$ cat src/rtl/card_shoe_dealer.sv
// rtl/card_shoe_dealer.sv - card shoe that deals ranks without replacement
module card_shoe_dealer #(
  parameter int CARD_MIN    = 1,
  parameter int CARD_MAX    = 10,
  parameter int RANK_COPIES = 4,
  parameter int TOP_COPIES  = 16,
  parameter int WIDTH       = 5,
  parameter int TOTAL       = (CARD_MAX - CARD_MIN) * RANK_COPIES + TOP_COPIES
) (
  input  logic                       clock,
  input  logic                       reset,
  input  logic                       enable,
  input  logic                       draw_req,
  input  logic                       shuffle,
  output logic [WIDTH-1:0]           card,
  output logic                       card_valid,
  output logic                       busy,
  output logic                       deck_empty,
  output logic [$clog2(TOTAL+1)-1:0] cards_left,
  output logic [WIDTH-1:0]           roll
);

  localparam int CL_W       = $clog2(TOTAL + 1);
  localparam int MAX_COPIES = (RANK_COPIES > TOP_COPIES) ? RANK_COPIES : TOP_COPIES;
  localparam int CNT_W      = $clog2(MAX_COPIES + 1);
  // Table spans the full index range of a WIDTH-bit rank so any cand value
  // addresses a real entry; ranks outside CARD_MIN..CARD_MAX stay at zero.
  localparam int DEPTH      = 1 << WIDTH;

  typedef enum logic [1:0] {
    IDLE   = 2'd0,
    SEARCH = 2'd1,
    DEAL   = 2'd2
  } state_t;

  state_t           state;
  logic [WIDTH-1:0] cand;
  logic [CNT_W-1:0] count [0:DEPTH-1];

  // Number of copies of rank r in a freshly filled shoe.
  function automatic logic [CNT_W-1:0] full_count(input int r);
    if (r == CARD_MAX)
      return CNT_W'(TOP_COPIES);
    else if (r >= CARD_MIN && r < CARD_MAX)
      return CNT_W'(RANK_COPIES);
    else
      return '0;
  endfunction

  // Next rank in dealing order, CARD_MAX wraps back to CARD_MIN.
  function automatic logic [WIDTH-1:0] next_rank(input logic [WIDTH-1:0] r);
    if (r == WIDTH'(CARD_MAX))
      return WIDTH'(CARD_MIN);
    else
      return r + WIDTH'(1);
  endfunction

  assign deck_empty = (cards_left == '0);

  // Free-running start-point counter, independent of the dealing FSM.
  always_ff @(posedge clock) begin
    if (reset)
      roll <= WIDTH'(CARD_MIN);
    else if (enable)
      roll <= next_rank(roll);
  end

  // Dealing FSM with rank table; shuffle refills and aborts any draw in flight.
  always_ff @(posedge clock) begin
    if (reset) begin
      state      <= IDLE;
      cand       <= WIDTH'(CARD_MIN);
      card       <= '0;
      card_valid <= 1'b0;
      busy       <= 1'b0;
      cards_left <= CL_W'(TOTAL);
      for (int i = 0; i < DEPTH; i++)
        count[i] <= full_count(i);
    end else if (shuffle) begin
      state      <= IDLE;
      card_valid <= 1'b0;
      busy       <= 1'b0;
      cards_left <= CL_W'(TOTAL);
      for (int i = 0; i < DEPTH; i++)
        count[i] <= full_count(i);
    end else begin
      card_valid <= 1'b0;
      case (state)
        IDLE: begin
          // Requests against an empty shoe are dropped without a pulse.
          if (draw_req && !deck_empty) begin
            cand  <= roll;
            state <= SEARCH;
            busy  <= 1'b1;
          end
        end
        SEARCH: begin
          // One probe per cycle; terminates since the shoe was non-empty at accept.
          if (count[cand] != '0) begin
            count[cand] <= count[cand] - CNT_W'(1);
            cards_left  <= cards_left - CL_W'(1);
            card        <= cand;
            card_valid  <= 1'b1;
            state       <= DEAL;
          end else begin
            cand <= next_rank(cand);
          end
        end
        DEAL: begin
          state <= IDLE;
          busy  <= 1'b0;
        end
        default: begin
          state <= IDLE;
          busy  <= 1'b0;
        end
      endcase
    end
  end

endmodule

$ cat config.mk
export PLATFORM = sky130hd
export DESIGN_NAME = card_shoe_dealer
export DESIGN_NICKNAME = d
export VERILOG_FILES = /design/src/rtl/card_shoe_dealer.sv
export SDC_FILE = /design/constraint.sdc
export NUM_CORES = 1
export LEC_CHECK = 0
export ABC_AREA = 1
export CAP_MARGIN = 15
export CORE_MARGIN = 2
export CORE_UTILIZATION = 35
export DETAILED_ROUTE_END_ITERATION = 10
export HOLD_SLACK_MARGIN = 0.05
export PLACE_DENSITY = 0.55
export SLEW_MARGIN = 20
export SYNTH_ARGS = -nofsm -noshare
export SYNTH_HDL_FRONTEND = slang
export SYNTH_SLANG_ARGS = --single-unit
$ cat constraint.sdc
create_clock -name clock -period 4.12 [get_ports clock]
set_clock_uncertainty 0.15 [all_clocks]
set_input_delay 1.236 -clock clock [delete_from_list [all_inputs] [get_ports clock]]
set_output_delay 1.236 -clock clock [all_outputs]
set_load 0.02 [all_outputs]
==> key figures <==
Placement
  – DP HPWL: 15.6 mm
  – I/O Buffers: 23
  – GPL Wtd Cong: 0.777

Route
  – Iteration count of the initial detailed-routing pass: 7
  – Vias post-DR: 6940
  – Final WL: 23.7 mm
  – Vias per Instance: 5.08
  – Residual DRC: 0
  – 1st-iter DRT viols: 473
  – Post-DRT Antenna Nets: 0
  – WL/cell: 17.4 um

Hold path
  – Hold depth: 1
  – Worst Hold Class: reg2reg

Clock tree
  – CTS Sinks: 190
  – H-tree levels: 4
  – Buffer count from post-CTS setup fixing: 0
  – Clock latency on the worst-skew pair: 430 ps
  – Resized cells post-CTS: 0
  – Hold buffer count at CTS: 0
  – Clock-pin slew on the worst setup and hold paths: 70 ps
  – TritonCTS clock tree: done
  – CTS Buf Count: 17
  – Root Buffer: clkbuf_16
  – Max clock buf depth: 2

Floorplanning
  – Die Wd: 169 um
  – Die area: 28500 um^2
  – Core area: 26800 um^2
  – Height of the die: 169 um
  – Site Rows: 60
  – Starting Density: 0.355
  – IO Count: 24

Critical path
  – Crit path top cell by count: nand2_1
  – Worst setup endpoint: count[31][1]
  – Worst Path Max Fanout: 73
  – Worst R2R Path Depth: 16
  – Critical path depth in cells: 16
  – Crit path buf inv count: 3
  – Crit end category: flip-flop
  – Worst setup SP type: flip-flop
  – CP peak stage delay: 410 ps
  – Cells along the critical path: inv_6 -> nand2_1 -> nand3_1 -> nand2_1 -> o21ai_0 -> nand2_1 -> nand3_1 -> nand2_1 -> ha_1 -> inv_1 -> nor2_1 -> nand2_2 -> nand3_2 -> inv_2 -> nand2_2 -> nand2_1
  – Worst R2R Setup Slack: 580 ps
  – Largest delay share family, worst path: simple AND/OR/NAND/NOR gates
  – Slowest stage cell, crit path: inv_2
  – Setup CP Type: reg2reg
  – Crit Reg-Reg Endpoint: count[31][1]
  – CP required: 4090 ps
  – Critical path arrival: 3510 ps

Power and ir drop
  – Pwr/cell area: 439 nW/um^2
  – Total power: 4.63 mW
  – Leak: 4.25 nW
  – Maximum VDD drop: 0.000309 V

GRT
  – Initial antenna violation count: 0
  – Overflow after GRT: 0
  – Vias in the first global route: 6744
  – Gr usage total: 0.171
  – First-pass GRT wire length: 37.3 mm
  – Largest net degree at the start of global routing: 74

Final layout
  – Core Util, Final: 0.394
  – Nets: 1025
  – Number of diodes: 0
  – Share of layout cells above drive strength 1: 0.104
  – P&R area growth vs syn: 11.0%

Status
  – Outcome: finished, final reports clean

Timing
  – Top achievable clock speed: 282 MHz
  – Unrepaired setup endpoints after global routing: no
  – Crit path time final: 3540 ps
  – Setup TNS: 0 ps
  – Relative slew margins: 0.279
  – Worst Tran Pin Value: 1080 ps
  – Fin crit share: 0.859
  – Fin Hold WS: 337 ps
  – Finish-stage setup viols: 0
  – Slew Viols, Final: 0
  – Final hold violation count: 0

Synth
  – Syn nets: 1019
  – Post-Syn Area: 9500 um^2
  – Top-count cell post-synth: nand2_1
  – Seq cells post-synth: 190
  – EDFF count, synth: 160
  – Share of the synthesized area in the top cell type: 0.506
  – Async S/R FF share, synth: 0
  – Post-synth top area cell: edfxtp_1
  – Post-synth cell types: 37
  – Synth top area cells: edfxtp_1 (51%), nand2_1 (10%), nor2_1 (8.1%), nand3_1 (6.4%), dfxtp_1 (6.3%)
  – Mapped Avg Cell Area: 9.46 um^2
  – Most frequent cells after synthesis: nand2_1 (255), nor2_1 (206), edfxtp_1 (160)
  – Synth Instances: 1005
  – Primary FF master, synth: edfxtp_1
  – Syn. warnings: 0
  – Seq/Total Area, Yosys: 0.569

Flow run
  – Max-cap viol count: 0
worst min-delay path by stage:
stage	startpoint	endpoint	slack [ps]
CTS	cards_left[3]	cards_left[3]	340
floorplan	state[1]	busy	350
global route	busy	busy	350
detailed placement	busy	busy	320
finish	busy	busy	340
global placement	busy	busy	310
metrics by stage:
step                cells  setup slack [ps]  area (um^2)
floorplan            1005              1130         9500
global placement     1333               603        10000
detailed placement   1333               589        10000
CTS                  1365               558        10600
global route         1365               262        10600
finish               1365               579        10600
registers in the layout, indices dropped and copies added, names as in the netlist, named ones only:
register,flops
count,160
cards_left,6
cand,5
card,5
roll,5
state,2
busy,1
card_valid,1
cell usage in the layout, fill, tap and decap left out, types with 3 or more instances in the layout:
cell	instances
a21oi_1	15
inv_6	3
clkinv_4	5
xor2_1	5
o21ai_0	20
ha_1	9
nand3_1	121
o211ai_1	3
clkbuf_16	17
nand2_1	255
nor2_1	205
nand4_4	20
edfxtp_1	160
dfxtp_1	29
inv_1	39
buf_4	23
inv_2	5
clkdlybuf4s50_1	23
nand2_2	14
nand4_1	8
nor3_1	7
buf_12	4
o221ai_1	4
layout make-up:
class                           instances  area, um^2
Fill cell                            2653       16300
Sequential cell                       190        5410
Multi-Input combinational cell        707        3520
Timing Repair Buffer                   50         483
Clock buffer                           18         429
Tap cell                              341         427
Inverter                               45         174
Clock inverter                         14         113
power by group:
group / internal, mW / switching, mW
Combinational: 0.217 / 0.660
Sequential: 2.15 / 0.0461
Clock: 0.785 / 0.767
Total: 3.15 / 1.47
metal layers:
| metal | routed length [um] | track usage | vias to the layer above | part of all wire |
|---|---|---|---|---|
| met1 | 10900 | 0.231 | 3349 | 0.46 |
| met4 | 287 | 0.0491 | 0 | 0.012 |
| met3 | 1120 | 0.0304 | 24 | 0.047 |
| met2 | 11400 | 0.285 | 169 | 0.48 |
| li1 | - | - | 3398 | - |
| met5 | 0 | 0 | - | 0 |
cells by family after synthesis:
family	count (synthesis)	synth area share
DFF	190	0.569
buffers and inverters	108	0.0625
and+or+nand+nor	638	0.317
xor gates and xnor gates	8	0.00816
AOI/OAI and AO/OA	52	0.0321
adders and majority gates	9	0.0119
No activity file was read; power rests on OpenSTA's default activity.
